$ cat src/rtl/s_pea_out_collector.sv
// -----------------------------------------------------------------------------
// s_pea_out_collector
//
// Streaming-mode sink at the PE-array output edge. It captures result tokens
// from one PE output port and drives the array-wide advance enable
// (pea_ready_o), so that every token is captured exactly once. Captured tokens
// are buffered in a small circular FIFO and forwarded on a valid/ready master
// stream that carries a last marker. A word count latched at start bounds each
// run, and done_o pulses once the final word has left on the stream.
//
// Ports:
//   clk_i        clock
//   rst_n_i      asynchronous active-low reset
//   start_i      start a run (only honoured in IDLE)
//   n_words_i    number of tokens in the run (latched on start)
//   pe_valid_i   PE output valid (held high while the array is stalled)
//   pe_res_i     PE output result
//   pea_ready_o  array advance enable, fanned out to every PE
//   m_valid_o    stream data valid
//   m_data_o     stream data (FIFO head)
//   m_last_o     final word of the run
//   m_ready_i    downstream ready
//   busy_o       high whenever the collector is not IDLE
//   done_o       one-cycle pulse at the end of a run
// -----------------------------------------------------------------------------
module s_pea_out_collector #(
  parameter int N_BITS = 32,
  parameter int DEPTH  = 4,
  parameter int CNT_W  = 16
) (
  input  logic              clk_i,
  input  logic              rst_n_i,
  input  logic              start_i,
  input  logic [CNT_W-1:0]  n_words_i,
  input  logic              pe_valid_i,
  input  logic [N_BITS-1:0] pe_res_i,
  output logic              pea_ready_o,
  output logic              m_valid_o,
  output logic [N_BITS-1:0] m_data_o,
  output logic              m_last_o,
  input  logic              m_ready_i,
  output logic              busy_o,
  output logic              done_o
);

  localparam int PTR_W  = (DEPTH > 1) ? $clog2(DEPTH) : 1;
  localparam int FCNT_W = $clog2(DEPTH + 1);

  localparam logic [PTR_W-1:0]  PTR_LAST  = PTR_W'(DEPTH - 1);
  localparam logic [FCNT_W:0]   DEPTH_EXT = (FCNT_W + 1)'(DEPTH);
  localparam logic [FCNT_W-1:0] DEPTH_CNT = FCNT_W'(DEPTH);

  typedef enum logic [1:0] {
    S_IDLE  = 2'd0,
    S_RUN   = 2'd1,
    S_DRAIN = 2'd2,
    S_DONE  = 2'd3
  } state_t;

  state_t             state_reg, state_next;
  logic [CNT_W-1:0]   n_words_reg;
  logic [CNT_W-1:0]   cap_cnt_reg;
  logic [CNT_W-1:0]   pop_cnt_reg;
  logic [FCNT_W-1:0]  fifo_cnt_reg;
  logic [PTR_W-1:0]   wr_ptr_reg;
  logic [PTR_W-1:0]   rd_ptr_reg;
  // pea_ready_o as seen at the previous edge: the PE output only changes on an
  // edge where ready was high, so rdy_reg==1 means the token on pe_res_i is new.
  logic               rdy_reg;
  logic [N_BITS-1:0]  mem_reg [DEPTH];

  logic               in_run;
  logic               start_fire;
  logic               cap;
  logic               pop;
  logic               last_word;
  logic [CNT_W:0]     cap_cnt_after;
  logic [FCNT_W:0]    fifo_after;

  assign in_run     = (state_reg == S_RUN);
  assign start_fire = (state_reg == S_IDLE) && start_i;

  assign cap = in_run && pe_valid_i && rdy_reg && (cap_cnt_reg < n_words_reg);

  // Ready reserves room for the token the array will produce in response to
  // this ready (it lands next cycle). A concurrent pop is deliberately not
  // credited, which keeps the reservation conservative and overflow-free.
  assign cap_cnt_after = {1'b0, cap_cnt_reg} + {{CNT_W{1'b0}}, cap};
  assign fifo_after    = {1'b0, fifo_cnt_reg} + {{FCNT_W{1'b0}}, cap};
  assign pea_ready_o   = in_run
                         && (cap_cnt_after < {1'b0, n_words_reg})
                         && (fifo_after < DEPTH_EXT);

  assign m_valid_o = (fifo_cnt_reg != '0);
  // Gated so the (unreset) storage never shows through while empty.
  assign m_data_o  = m_valid_o ? mem_reg[rd_ptr_reg] : '0;
  assign pop       = m_valid_o && m_ready_i;
  assign last_word = (pop_cnt_reg == (n_words_reg - CNT_W'(1)));
  assign m_last_o  = m_valid_o && last_word;

  assign busy_o = (state_reg != S_IDLE);
  assign done_o = (state_reg == S_DONE);

  // Next-state logic
  always_comb begin
    state_next = state_reg;
    unique case (state_reg)
      S_IDLE: begin
        if (start_i) begin
          state_next = (n_words_i == '0) ? S_DONE : S_RUN;
        end
      end
      S_RUN: begin
        // The capturing cycle itself already drops ready, so leave now.
        if (cap && (cap_cnt_after == {1'b0, n_words_reg})) begin
          state_next = S_DRAIN;
        end
      end
      S_DRAIN: begin
        if (pop && last_word) begin
          state_next = S_DONE;
        end
      end
      S_DONE: begin
        state_next = S_IDLE;
      end
      default: state_next = S_IDLE;
    endcase
  end

  // Control state, counters and FIFO bookkeeping
  always_ff @(posedge clk_i or negedge rst_n_i) begin
    if (!rst_n_i) begin
      state_reg    <= S_IDLE;
      n_words_reg  <= '0;
      cap_cnt_reg  <= '0;
      pop_cnt_reg  <= '0;
      fifo_cnt_reg <= '0;
      wr_ptr_reg   <= '0;
      rd_ptr_reg   <= '0;
      rdy_reg      <= 1'b0;
    end else begin
      state_reg <= state_next;

      if (start_fire) begin
        n_words_reg <= n_words_i;
        cap_cnt_reg <= '0;
        pop_cnt_reg <= '0;
        rdy_reg     <= 1'b0;
      end else begin
        rdy_reg <= pea_ready_o;
        if (cap) cap_cnt_reg <= cap_cnt_reg + CNT_W'(1);
        if (pop) pop_cnt_reg <= pop_cnt_reg + CNT_W'(1);
      end

      if (cap) begin
        wr_ptr_reg <= (wr_ptr_reg == PTR_LAST) ? '0 : wr_ptr_reg + PTR_W'(1);
      end
      if (pop) begin
        rd_ptr_reg <= (rd_ptr_reg == PTR_LAST) ? '0 : rd_ptr_reg + PTR_W'(1);
      end

      // Push and pop together leave the occupancy unchanged.
      if (cap && !pop) begin
        fifo_cnt_reg <= fifo_cnt_reg + FCNT_W'(1);
      end else if (pop && !cap) begin
        fifo_cnt_reg <= fifo_cnt_reg - FCNT_W'(1);
      end
    end
  end

  // FIFO storage: plain array, written at the tail, read combinationally at
  // the head so a token can appear on the stream the cycle after capture.
  always_ff @(posedge clk_i) begin
    if (cap) begin
      mem_reg[wr_ptr_reg] <= pe_res_i;
    end
  end

  // The ready reservation makes a push into a full FIFO impossible.
  a_no_overflow: assert property (@(posedge clk_i) disable iff (!rst_n_i)
    !(cap && (fifo_cnt_reg == DEPTH_CNT)));

endmodule

$ cat config.mk
export PLATFORM = sky130hd
export DESIGN_NAME = s_pea_out_collector
export DESIGN_NICKNAME = d
export VERILOG_FILES = /design/src/rtl/s_pea_out_collector.sv
export SDC_FILE = /design/constraint.sdc
export NUM_CORES = 1
export LEC_CHECK = 0
export ABC_AREA = 1
export CORE_ASPECT_RATIO = 0.9
export CORE_UTILIZATION = 50
export DETAILED_ROUTE_END_ITERATION = 16
export GPL_TIMING_DRIVEN = 0
export PLACE_DENSITY = 0.74
export SLEW_MARGIN = 20
export SYNTH_ARGS = -nofsm -noshare
export SYNTH_HDL_FRONTEND = slang
export SYNTH_SLANG_ARGS = --single-unit
$ cat constraint.sdc
create_clock -name clk_i -period 5.3 [get_ports clk_i]
set_input_delay 0.795 -clock clk_i [delete_from_list [all_inputs] [get_ports clk_i]]
set_output_delay 0.795 -clock clk_i [all_outputs]
set_load 0.05 [all_outputs]
==> flow_metrics.py <==
metrics = {
    "status": {
        "status": "finished, final reports clean",
    },
    "placement": {
        "place_hpwl_um": 16020,
        "portBuffers": 89,
        "place_congestion": 0.8731,
        "place_ws_ps": -643.4,
    },
    "sta": {
        "finalHoldViolCount": 0,
        "post-route-min-period_ps": 5078,
        "fin_crit_sh": 0.9582,
        "slew_viol_final": 0,
        "setup_viol": 0,
        "fin_setup_tns_ps": 0,
        "worst_slack_ps": 221.7,
        "worst_slew_pin_slew_ps": 657.0,
        "skew_ps": 13.44,
        "fmax_ghz": 0.1969,
        "relSlewSlack": 0.5620,
    },
    "floorplanning": {
        "dieWidth_um": 147.9,
        "design.core.area_um2": 18580,
        "die_h_um": 133.3,
        "rows": 47,
        "initial_utilization": 0.5152,
        "ioPinCount": 90,
        "die_area_um2": 19710,
    },
    "critical_path": {
        "cpMostUsedCell": "nand2_1",
        "critPathKind": "reg -> out",
        "cp-end-kind": "output port",
        "worstSetupStartpointType": "flip-flop",
        "cp_slowest_cell": "dfrtp_1",
        "crit_arrival_ps": 4280,
        "cp.required_ps": 4510,
        "path_max_fanout": 11,
        "slowest_delay_ps": 390,
    },
    "finish": {
        "drive_gt1_frac": 0.08973,
        "antenna_cells": 0,
        "syn2layout_area_growth_pct": 22.37,
        "utilization": 0.6305,
        "final_nets": 1247,
        "largest_reg_flops": 128,
        "layout_commonest_cell": "nor2_1",
        "layout_common_cells": "187 x nor2_1, 141 x nand2_1, 128 x edfxtp_1",
    },
    "logic_synthesis": {
        "synth_edf_count": 128,
        "syn-num-nets": 1124,
        "synth_area_per_cell_um2": 9.359,
        "synth_area_um2": 9574,
        "synth_cells": 1023,
        "ys_seq_elements": 186,
        "synth_ff_type": "edfxtp_1",
        "yosysWarnings": 0,
        "async_flop_share": 0.3118,
        "ys_types": 43,
        "seq_area_frac_synth": 0.5531,
    },
    "detailed_routing": {
        "final_antenna_net_count": 0,
        "drc": 0,
        "firstDrtPassIters": 5,
        "drt_iter0_markers": 570,
        "wire_per_inst_um": 16.14,
        "wl_um": 22660,
        "viasPerCell": 5.341,
        "vias": 7499,
    },
    "clocking": {
        "tritoncts": "yes",
        "ctsHoldBuffers": 0,
        "clk_latency_ps": 450,
        "clockRootBuffer": "clkbuf_16",
        "clock_path_buffers": 2,
        "cts.htree.levels": 4,
        "clk_pin_slew_ps": 80,
        "cts.sink_count": 186,
        "cts_buffers": 17,
    },
    "global_route": {
        "antenna_found_initial": 0,
        "top_usage_layer": "met2",
        "grt_max_degree": 32,
        "overflow": 0,
        "grt_pass1_wl_um": 35750,
        "grt_pass1_vias": 7004,
        "met1_usage": 0.3410,
        "track_usage": 0.2370,
        "use_met2": 0.3645,
        "met3_usage": 0.04760,
    },
    "power": {
        "power_w": 0.006286,
        "powerDensity_nw_per_um2": 536.5,
        "vdd_drop_max_mv": 0.2986,
        "p_leak_nw": 4.716,
    },
    "flow_run": {
        "cap_violations": 0,
    },
    "worst_hold_path": {
        "hp-class": "in -> async",
    },
}
## cell type report
cell class / count / area [um2]
timing repair buffer: 104 / 1080
clock buffer: 17 / 425.4
buffer: 33 / 142.6
clock inverter: 15 / 225.2
inverter: 100 / 377.9
tap: 245 / 306.5
sequential: 186 / 5304
multi-input combinational: 704 / 3855
fill: 1498 / 6867
## cell usage after synthesis, drive strengths merged, types with 12 or more instances
cell	number	area, um2
buf	12	52.55
nand2	149	574.3
clkbuf	21	78.83
nor2	203	794.5
nor3	13	81.33
ha	47	588.1
edfxtp	128	3844
xor2	26	227.7
nand3	36	190.2
o21ai	115	575.6
inv	99	371.6
a21oi	63	315.3
dfrtp	58	1451
## cell families after synthesis
family                     count (synthesis)  synth area share
buffers and inverters                    133           0.05293
DFF                                      186            0.5531
xor gates and xnor gates                  35           0.03489
muxes                                      2          0.002222
AOI/OAI and AO/OA                        193            0.1043
and+or+nand+nor                          426            0.1891
adders and majority gates                 48           0.06351
## worst paths after layout
kind	startpoint	end	slack, ps	cells after the start
setup / recovery	n_words_reg[13]	pea_ready_o	220	27
min in group clk_i	pop_cnt_reg[14]	pop_cnt_reg[14]	530	1
max in group asynchronous	rst_n_i	n_words_reg[3]	4490	2
setup reg to reg	n_words_reg[13]	state_reg[0]	1300	27
hold reg to reg	pop_cnt_reg[14]	pop_cnt_reg[14]	530	1
hold / removal	rst_n_i	cap_cnt_reg[13]	270	1
## power by group
group          total [W]  internal, W  switching, W
Sequential       0.00182      0.00170      0.000123
Combinational    0.00313      0.00101       0.00212
Clock            0.00134     0.000665      0.000671
## critical path, delay by kind of cell (launching register included)
kind | cells | cell delay [ps]
AOI/OAI and AO/OA | 4 | 670
xor gates and xnor gates | 1 | 140
adders and majority gates | 4 | 910
buffers and inverters | 7 | 810
DFF | 1 | 390
and+or+nand+nor | 11 | 920
## per-layer routing
metal  part of all wire  vias up  routed length, um
met5                  0        -                  0
met4              0.016        0                364
met3              0.057       31               1294
met2               0.46      229              10500
met1               0.46     3540              10500
li1                   -     3699                  -
## metrics by stage
step,std cells,hold WS [ps],cell area [um2]
finish,1404,265.2,11720
global route,1404,283.1,11720
CTS,1401,267.9,11640
detailed placement,1362,517.9,10910
global placement,1357,502.6,10770
floorplan,1023,474.0,9574
## repair_timing
item	in CTS	in global routing
gates resized for setup	25	14
setup buffers	7	3
endpoints found under the setup margin	1	1
pin swaps	1	1
No activity file was read; power rests on OpenSTA's default activity.
